===== src/rtl/mc_ctl.sv =====
// mc_ctl: multi-cycle main control FSM for the MIPS datapath.
// Decodes the opcode, sequences fetch/decode/execute/memory/writeback,
// drives ALUOp toward alu_ctl plus every mux select and write strobe,
// waits on a memory ready handshake and counts retired instructions.
module mc_ctl #(
  parameter int CNT_W = 32
) (
  input  logic             clk,
  input  logic             rst_n,
  input  logic [5:0]       Op,
  input  logic             mem_ready,
  output logic             PCWrite,
  output logic             PCWriteCond,
  output logic             IorD,
  output logic             MemRead,
  output logic             MemWrite,
  output logic             MemtoReg,
  output logic             IRWrite,
  output logic [1:0]       PCSource,
  output logic [1:0]       ALUOp,
  output logic             ALUSrcA,
  output logic [1:0]       ALUSrcB,
  output logic             RegWrite,
  output logic             RegDst,
  output logic             illegal,
  output logic [3:0]       state,
  output logic [CNT_W-1:0] instret
);

  typedef enum logic [3:0] {
    FETCH   = 4'd0,
    DECODE  = 4'd1,
    MEMADR  = 4'd2,
    MEMRD   = 4'd3,
    MEMWB   = 4'd4,
    MEMWR   = 4'd5,
    EXEC    = 4'd6,
    RWB     = 4'd7,
    BEQ     = 4'd8,
    JUMP    = 4'd9,
    ADDIEX  = 4'd10,
    ADDIWB  = 4'd11,
    ILLEGAL = 4'd15
  } state_t;

  localparam logic [5:0] OP_R    = 6'b000000;
  localparam logic [5:0] OP_LW   = 6'b100011;
  localparam logic [5:0] OP_SW   = 6'b101011;
  localparam logic [5:0] OP_BEQ  = 6'b000100;
  localparam logic [5:0] OP_J    = 6'b000010;
  localparam logic [5:0] OP_ADDI = 6'b001000;

  state_t cur_state;
  state_t nxt_state;
  logic   retire;
  logic   illegal_q;

  assign state   = cur_state;
  assign illegal = illegal_q;

  // An instruction retires on the edge that leaves its final state;
  // a store only finishes once memory accepts the write.
  assign retire = (cur_state == MEMWB) || (cur_state == RWB) ||
                  (cur_state == BEQ)   || (cur_state == JUMP) ||
                  (cur_state == ADDIWB) ||
                  ((cur_state == MEMWR) && mem_ready);

  // State register; reset wins even in the middle of an instruction.
  always_ff @(posedge clk) begin
    if (!rst_n) cur_state <= FETCH;
    else        cur_state <= nxt_state;
  end

  // Sticky trap flag, set on entry to ILLEGAL and cleared only by reset.
  always_ff @(posedge clk) begin
    if (!rst_n)                     illegal_q <= 1'b0;
    else if (nxt_state == ILLEGAL)  illegal_q <= 1'b1;
  end

  // Retired-instruction counter, wraps naturally at 2^CNT_W.
  always_ff @(posedge clk) begin
    if (!rst_n)      instret <= '0;
    else if (retire) instret <= instret + CNT_W'(1);
  end

  // Next-state and state-decoded outputs; write strobes masked during reset.
  always_comb begin
    nxt_state   = cur_state;
    PCWrite     = 1'b0;
    PCWriteCond = 1'b0;
    IorD        = 1'b0;
    MemRead     = 1'b0;
    MemWrite    = 1'b0;
    MemtoReg    = 1'b0;
    IRWrite     = 1'b0;
    PCSource    = 2'b00;
    ALUOp       = 2'b00;
    ALUSrcA     = 1'b0;
    ALUSrcB     = 2'b00;
    RegWrite    = 1'b0;
    RegDst      = 1'b0;
    case (cur_state)
      FETCH: begin
        MemRead = 1'b1;
        ALUSrcB = 2'b01;
        // PC+4 and the IR load only commit when the fetch data is valid.
        IRWrite = mem_ready;
        PCWrite = mem_ready;
        if (mem_ready) nxt_state = DECODE;
      end
      DECODE: begin
        ALUSrcB = 2'b11;
        case (Op)
          OP_LW, OP_SW: nxt_state = MEMADR;
          OP_R:         nxt_state = EXEC;
          OP_BEQ:       nxt_state = BEQ;
          OP_J:         nxt_state = JUMP;
          OP_ADDI:      nxt_state = ADDIEX;
          default:      nxt_state = ILLEGAL;
        endcase
      end
      MEMADR: begin
        ALUSrcA   = 1'b1;
        ALUSrcB   = 2'b10;
        nxt_state = (Op == OP_LW) ? MEMRD : MEMWR;
      end
      MEMRD: begin
        MemRead = 1'b1;
        IorD    = 1'b1;
        if (mem_ready) nxt_state = MEMWB;
      end
      MEMWB: begin
        RegWrite  = 1'b1;
        MemtoReg  = 1'b1;
        nxt_state = FETCH;
      end
      MEMWR: begin
        MemWrite = 1'b1;
        IorD     = 1'b1;
        if (mem_ready) nxt_state = FETCH;
      end
      EXEC: begin
        ALUSrcA   = 1'b1;
        ALUOp     = 2'b10;
        nxt_state = RWB;
      end
      RWB: begin
        RegWrite  = 1'b1;
        RegDst    = 1'b1;
        nxt_state = FETCH;
      end
      BEQ: begin
        ALUSrcA     = 1'b1;
        ALUOp       = 2'b01;
        PCWriteCond = 1'b1;
        PCSource    = 2'b01;
        nxt_state   = FETCH;
      end
      JUMP: begin
        PCWrite   = 1'b1;
        PCSource  = 2'b10;
        nxt_state = FETCH;
      end
      ADDIEX: begin
        ALUSrcA   = 1'b1;
        ALUSrcB   = 2'b10;
        ALUOp     = 2'b11;
        nxt_state = ADDIWB;
      end
      ADDIWB: begin
        RegWrite  = 1'b1;
        nxt_state = FETCH;
      end
      ILLEGAL: nxt_state = ILLEGAL;
      default: nxt_state = FETCH;
    endcase
    if (!rst_n) begin
      PCWrite     = 1'b0;
      PCWriteCond = 1'b0;
      IRWrite     = 1'b0;
      RegWrite    = 1'b0;
      MemWrite    = 1'b0;
    end
  end

endmodule


===== config.mk =====
export PLATFORM = sky130hd
export DESIGN_NAME = mc_ctl
export DESIGN_NICKNAME = d
export VERILOG_FILES = /design/src/rtl/mc_ctl.sv
export SDC_FILE = /design/constraint.sdc
export NUM_CORES = 1
export LEC_CHECK = 0
export CORE_UTILIZATION = 53
export DETAILED_ROUTE_END_ITERATION = 7
export PLACE_DENSITY_LB_ADDON = 0.12
export SLEW_MARGIN = 20
export SYNTH_ARGS = -nofsm -noshare
export SYNTH_HDL_FRONTEND = slang
export SYNTH_SLANG_ARGS = --single-unit

===== constraint.sdc =====
create_clock -name clk -period 3.5 [get_ports clk]
set_input_delay 0.7 -clock clk [delete_from_list [all_inputs] [get_ports clk]]
set_output_delay 0.7 -clock clk [all_outputs]
set_load 0.02 [all_outputs]

# Word-level counts from Yosys, hierarchy flattened
# Index checks and enable logic that the tools add are counted.
# word_totals
reg_bits,37
latch_bits,0
ram_bits,0
rom_bits,0
in_bits,9
wordCells,60
mem_count,0
# classes
add_sub_neg,1
multipliers,0
n_div,0
magnitude_cmp,0
n_eq_ne,18
shifts,0
muxes,24
bitwise_logic,0
n_reduce_logical,14
# ops
cell,count
"32-bit by 1-bit adder with 32-bit output, second input constant",1
4-bit case mux with 8 select lines,1
"4-bit equality test, second input constant",6
4-bit case mux with 5 select lines,1
"4-bit by 3-bit equality test with 1-bit output, second input constant",4
1-bit 2-to-1 mux,14
"6-bit equality test, second input constant",2
4-bit 2-to-1 mux,3
2-bit case mux with 3 select lines,2
"4-bit by 2-bit equality test with 1-bit output, second input constant",2
2-bit OR reduction,4
"6-bit by 2-bit equality test with 1-bit output, second input constant",1
"6-bit by 3-bit equality test with 1-bit output, second input constant",1
"6-bit by 4-bit equality test with 1-bit output, second input constant",1
6-bit zero test,1
1-bit logical OR,5
"4-bit by 1-bit equality test with 1-bit output, second input constant",1
4-bit zero test,1
2-bit case mux with 2 select lines,1
4-bit OR reduction,1
3-bit 2-to-1 mux,1
3-bit OR reduction,1
1-bit case mux with 2 select lines,1
1-bit logical AND,1

# Depth between registers and ports, before layout
# Gate-level depths: netlist (run 1).
# depth
depth_word,6
depth_mapped,8

# Least setup slack after synthesis (run 1)
# OpenSTA, ideal clock, no wires.
# synth_timing
path_kind,register to output
from,"reg cur_state[3], in the netlist state[3]"
to,out PCWrite
t_arrival_ns,1.817
required_ns,2.800
setup_slack_ns,0.983
stages_incl_launch_ff,5
path_cell_list,dfxtp_1 -> clkbuf_1 -> buf_1 -> a21oi_1 -> nor4_1
# synth_via
elab_chain_cells,3
elab_cells_between_ends,4
cone_classes,eq/ne (1); mux (2); reduce/logical (1)
# synth_rtl
item,line,rtl
from (decl),53,state_t cur_state;
from (signal assigned),71,else cur_state <= nxt_state;
4-bit equality test or 4-bit zero test (tied branches),102,case (cur_state)
1-bit case mux with 2 select lines *,102,
1-bit 2-to-1 mux *,177,if (!rst_n) begin
to (decl),12,"output logic PCWrite,"
# Every way passes the cells marked *; elsewhere a longest branch is shown, timed or not.

# Worst setup path in the final report (run 1)
# layout_timing
from,in rst_n
to,out PCWriteCond
# layout_via
elab_chain_cells,1
# layout_rtl
item,line,rtl
from (decl),9,"input logic rst_n,"
1-bit 2-to-1 mux,177,
to (decl),13,"output logic PCWriteCond,"
# No other way between the ends.

==> impl_metrics.yaml, run 1 <==
run_status:
  outcome: "completed"
clock_tree:
  clockBufferDepth: 2
  cts_buffers: 5
  cts_tree: "done"
  clock_latency_ns: 0.29
  cts_setup_buffers: 0
  clk_pin_slew_ns: 0.07
  htreeDepth: 2
  cts_sinks: 37
  clockRootBuffer: "clkbuf_8"
  cts_resized: 0
  cts_hold_buf: 0
logic_synthesis:
  synth_compound_area_share_pct: 11.9
  synth_top_family_by_area: "simple AND/OR/NAND/NOR gates"
  synthSimpleGateAreaFrac_pct: 38.2
  synth_xor_area_share_pct: 10.8
  yosys.area.top_type: "dfxtp_1"
  yosysSeqAreaShare_pct: 31.4
  async_reset_ff_share_pct: 0
  synth_edf_count: 0
  ys_ff_latch: 37
  synthesis.area_um2: 2360
  synth_top_area_share_pct: 31.4
  syn_avg_cell_area_um2: 8.38
  yosysUniqueCellTypes: 50
  netlist_instances: 282
  synth.area.top_cells: "dfxtp_1 (31%), xnor2_1 (10%), nor4_2 (6.9%), nor2_1 (6.4%), a21oi_1 (3.6%)"
  synth-main-ff-cell: "dfxtp_1"
  synth_fa_ha_area_share_pct: 0.530
  synth_nets: 292
  synthMuxAreaShare_pct: 0.847
  yosys_warnings: 0
timing:
  rsz0062_at_grt: "false"
  finalCritPeriodShare_pct: 88.4
  worst_hold_slack_ns: 0.477
  min_period_ns: 3.09
  hold_violations: 0
  skew_ns: 0.00393
  setup_viol: 0
  slew_headroom_pct: 51.8
  drv_slew: 0
  final.setup.tns_ns: 0
  fmax_mhz: 323
  tightest_slew_ns: 0.722
setup_path:
  rrSetupSlack_ns: 1.23
  worstPathMaxFanout: 7
  start_kind: "input pin"
  crit_type: "input pin to output pin"
  r2r_end: "instret[28]"
  r2r_cells: 7
  cp-end-kind: "output pin"
  reg2reg_from: "state[0]"
  crit_required_ns: 2.80
  cp.arrival_ns: 2.39
drt:
  viasPerCell: 5.70
  routedWlPerCell_um: 14.1
  num_vias: 2216
  drtAntennaViolNets: 0
  routed_wirelength_mm: 5.48
  drt_iter0_drc: 96
  drt_first_pass_iters: 4
  drc: 0
global_routing:
  grt_usage_pct: 24.8
  grt-ovfl-total: 0
  antenna_found_initial: 0
  grt_pass1_wl_mm: 8.80
  grt_pass1_vias: 1918
  grt_max_degree: 27
floorplan:
  io_pins: 62
  num_rows: 23
  die_w_um: 68.8
  fp.dieH_um: 68.8
  initial_utilization_pct: 57.0
  coreArea_um2: 4140
  die_area_um2: 4730
layout:
  final_cell_mix: "clkdlybuf4s50_1 (61), nor2_1 (40), dfxtp_1 (37), xnor2_1 (27), nand2_1 (22)"
  fin_util_pct: 74.0
  nets: 348
  drive_gt1_share_pct: 12.1
  mostFrequentLayoutCell: "clkdlybuf4s50_1"
  fin_cells: 389
  area_growth_pct: 29.8
  n_antenna_cell: 0
place:
  dpl.cell_count: 381
  port_buffers: 61
  dpl.hpwl_mm: 3.85
  gp_congestion: 0.948
pwr:
  p_leak_nw: 0.976
  power.density_nw_per_um2: 512
  ir_drop_mv: 0.323
hold_path:
  min_to: "instret[31]"
  hold_path.class: "flip-flop to flip-flop"
  min_delay_path_depth: 2
  min-delay-start: "instret[31]"
flow_run:
  cap_violations: 0
## area by class of cell
cell class	count	area [um^2]
timing repair buffer	69	671
inverter	7	26.3
tap	50	62.6
clock inverter	2	13.8
multi-input combinational	218	1470
sequential	37	741
fill	330	1080
clock buffer	6	82.6
## worst max-delay path, cell delays in order
cell             delay (ns)
clkdlybuf4s50_1        0.59
inv_1                  0.18
nor4_1                 0.26
clkdlybuf4s50_1        0.66
## power breakdown
part / internal (mW) / switching, mW / leakage [nW]
combinational: 0.314 / 0.435 / 0.626
sequential: 0.447 / 0.0514 / 0.299
clock: 0.160 / 0.162 / 0.0512
total: 0.920 / 0.649 / 0.976
## synthesized netlist by cell type, types with 2 or more instances
cell	n
a21oi_1	17
a31o_1	2
and3_1	3
and4_1	8
buf_1	3
buf_2	4
buf_6	4
clkbuf_1	7
dfxtp_1	37
inv_1	7
mux2i_1	2
nand2_1	22
nand2b_1	9
nand3_1	6
nand4_1	8
nor2_1	40
nor3_1	13
nor3b_1	3
nor4_1	4
nor4_2	13
nor4b_1	2
nor4b_2	2
o211ai_1	2
o21ai_0	7
o21ai_1	3
o31ai_1	2
or3_1	2
xnor2_1	27
xor2_1	2
## per-layer routing
metal | vias up | wire length [um] | GRT usage, %
li1 | 1117 | - | -
met1 | 1044 | 2600 | 33.0
met2 | 47 | 2570 | 40.2
met3 | 8 | 223 | 4.93
met4 | 0 | 85 | 7.91
met5 | - | 0 | 0
## per-stage QoR
stage	cell area (um^2)	power (mW)	setup slack (ns)
floorplan	2360	1.02	0.983
global route	3070	1.65	0.289
CTS	3070	1.57	0.398
global placement	2970	1.25	0.451
detailed placement	2970	1.25	0.400
finish	3070	1.57	0.405
## how the worst max path moves through the flow
stage / slack (ns) / start / depth (start not counted) / endpoint
detailed placement: 0.40 / rst_n / 4 / PCWriteCond
finish: 0.41 / rst_n / 4 / PCWriteCond
global placement: 0.45 / rst_n / 4 / PCWrite
global route: 0.29 / state[2] / 4 / RegWrite
CTS: 0.40 / rst_n / 4 / PCWriteCond
floorplan: 0.98 / state[3] / 4 / PCWrite
## registers in the layout (all words and copies together), names as in the netlist
register	flops
instret	32
illegal	1
state	4
## logic make-up (layout without fill, tap and decap cells)
logic type / Yosys count / in the layout
buffers and inverters: 27 / 84
muxes: 2 / 2
AOI/OAI and AO/OA: 43 / 43
DFF: 37 / 37
xor gates and xnor gates: 29 / 29
adders and majority gates: 1 / 1
and+or+nand+nor: 143 / 143
(Power assumes the default switching activity.)
==> run 2, diff against run 1 <==
--- a/config.mk
+++ b/config.mk
@@ -8,6 +8,7 @@
 export CORE_UTILIZATION = 53
 export DETAILED_ROUTE_END_ITERATION = 7
 export PLACE_DENSITY_LB_ADDON = 0.12
+export SKIP_LAST_GASP = 1
 export SLEW_MARGIN = 20
 export SYNTH_ARGS = -nofsm -noshare
 export SYNTH_HDL_FRONTEND = slang
==> results of run 2 <==
The final DEF is identical to that of run 1; final timing and power are the same.
==> run 3, diff against run 2 <==
--- a/config.mk
+++ b/config.mk
@@ -5,7 +5,8 @@
 export SDC_FILE = /design/constraint.sdc
 export NUM_CORES = 1
 export LEC_CHECK = 0
-export CORE_UTILIZATION = 53
+export ABC_AREA = 1
+export CORE_UTILIZATION = 54
 export DETAILED_ROUTE_END_ITERATION = 7
 export PLACE_DENSITY_LB_ADDON = 0.12
 export SKIP_LAST_GASP = 1
==> impl_metrics.yaml, run 3 <==
run_status:
  outcome: "completed"
setup_path:
  start_kind: "input pin"
  cp.arrival_ns: 2.41
  reg2reg_from: "instret[0]"
  worstPathMaxFanout: 9
  r2r_cells: 8
  crit_type: "input pin to output pin"
  rrSetupSlack_ns: 1.65
  cp-end-kind: "output pin"
  r2r_end: "instret[18]"
  crit_required_ns: 2.80
logic_synthesis:
  synth_edf_count: 0
  yosysSeqAreaShare_pct: 29.5
  netlist_instances: 422
  yosysUniqueCellTypes: 38
  async_reset_ff_share_pct: 0
  synth_nets: 432
  synth.area.top_cells: "dfxtp_1 (29%), nand2_1 (21%), nor2_1 (11%), inv_1 (6.3%), a21oi_1 (4.8%)"
  synth_most_common_cell: "nand2_1"
  synth_top_area_share_pct: 29.5
  synthesis.area_um2: 2510
  yosys_warnings: 0
  syn_avg_cell_area_um2: 5.95
  ys_ff_latch: 37
  yosys-top-cells-count: "nand2_1 (140), nor2_1 (76), inv_1 (42), dfxtp_1 (37), a21oi_1 (24)"
  synth-main-ff-cell: "dfxtp_1"
  yosys.area.top_type: "dfxtp_1"
clock_tree:
  cts_setup_buffers: 0
  cts_hold_buf: 0
  htreeDepth: 2
  clock_latency_ns: 0.30
  cts_tree: "done"
  clk_pin_slew_ns: 0.07
  cts_resized: 0
  clockBufferDepth: 2
  clockRootBuffer: "clkbuf_8"
  cts_buffers: 5
  cts_sinks: 37
pwr:
  clock_power_share_pct: 19.7
  power.density_nw_per_um2: 463
  switchingPower_mw: 0.659
  p_sw_share_pct: 43.9
  power.internal_mw: 0.842
  p_leak_nw: 1.24
  sequentialPowerShare_pct: 33.1
  total_power_mw: 1.50
  ir_drop_mv: 0.290
  combPwrFrac_pct: 47.2
drt:
  num_vias: 2837
  routed_wirelength_mm: 6.73
  viasPerCell: 5.28
  drt_first_pass_iters: 4
  drc: 0
  drtAntennaViolNets: 0
  routedWlPerCell_um: 12.5
  drt_iter0_drc: 208
global_routing:
  grt-ovfl-total: 0
  grt_pass1_wl_mm: 11.4
  grt_usage_pct: 29.0
  antenna_found_initial: 0
  grt_pass1_vias: 2532
  grt_max_degree: 37
floorplan:
  coreArea_um2: 4410
  initial_utilization_pct: 56.9
  io_pins: 62
  die_w_um: 70.2
  fp.dieH_um: 70.2
  die_area_um2: 4930
  num_rows: 24
timing:
  fmax_mhz: 322
  min_period_ns: 3.11
  setup_viol: 0
  final.setup.tns_ns: 0
  tightest_slew_ns: 0.430
  finalCritPeriodShare_pct: 88.9
  hold_violations: 0
  drv_slew: 0
  rsz0062_at_grt: "false"
  slew_headroom_pct: 71.3
  skew_ns: 0.00690
layout:
  final_cell_mix: "nand2_1 (140), nor2_1 (76), clkdlybuf4s50_1 (61), inv_1 (42), dfxtp_1 (37)"
  drive_gt1_share_pct: 7.01
  multiInputGateArea_um2: 1540
  fin_util_pct: 73.4
  seqCellArea_um2: 741
  top_register: "instret"
  mostFrequentLayoutCell: "nand2_1"
  nets: 494
  n_antenna_cell: 0
  area_growth_pct: 29.0
  largest_reg_flops: 32
  fillers: 406
place:
  dpl.hpwl_mm: 5.15
  gp_congestion: 0.921
  port_buffers: 61
hold_path:
  hold_path.class: "flip-flop to flip-flop"
  min-delay-start: "illegal"
  min_to: "illegal"
  min_delay_path_depth: 2
flow_run:
  cap_violations: 0
-- run 3: kinds of logic after synthesis --
family	Yosys count	share of synthesized area [%]
simple gates	277	48.6
fa+ha+maj	1	0.498
compound gates	41	9.32
buf+inv	58	9.32
flops	37	29.5
xor+xnor	8	2.79
-- run 3: layer usage --
metal,vias to the layer above,part of all wire (%),GRT usage (%)
met5,-,0,0
met4,0,1.2,7.78
met3,9,6.9,4.62
met2,97,48,48.6
met1,1275,44,38.6
li1,1456,-,-
-- run 3: layout make-up --
class / count / area share (%)
multi-input combinational: 327 / 47.4
tap: 52 / 2.01
inverter: 50 / 5.87
sequential: 37 / 22.9
clock inverter: 2 / 0.309
timing repair buffer: 63 / 19.3
clock buffer: 6 / 2.24
-- run 3: power by group through the flow --
stage	clock network [mW]	logic, mW	registers, mW
2_1_floorplan	0	0.422	0.537
3_3_place_gp	0	0.695	0.502
3_5_place_dp	0	0.707	0.505
4_1_cts	0.299	0.709	0.497
5_1_grt	0.318	0.764	0.502
6_report	0.295	0.708	0.497
-- run 3: worst max-delay path by stage --
stage          slack [ns]  depth (start not counted)      end  start
2_1_floorplan        0.94                          4  IRWrite  rst_n
3_3_place_gp         0.42                          4  IRWrite  rst_n
3_5_place_dp         0.41                          4  IRWrite  rst_n
4_1_cts              0.41                          4  IRWrite  rst_n
5_1_grt              0.33                          4  IRWrite  rst_n
6_report             0.39                          4  IRWrite  rst_n
-- run 3: through the flow --
step	hold slack [ns]	setup slack (ns)	cell area, um^2	std cells
6_report	0.461	0.390	3240	537
5_1_grt	0.483	0.325	3240	537
4_1_cts	0.458	0.408	3240	537
2_1_floorplan	0.526	0.938	2510	422
3_5_place_dp	0.444	0.412	3160	529
3_3_place_gp	0.444	0.425	3160	529
-- run 3: critical path, cell delays in order --
cell	delay, ns
clkdlybuf4s50_1	0.65
clkinv_1	0.23
nor3_1	0.20
clkdlybuf4s50_1	0.62
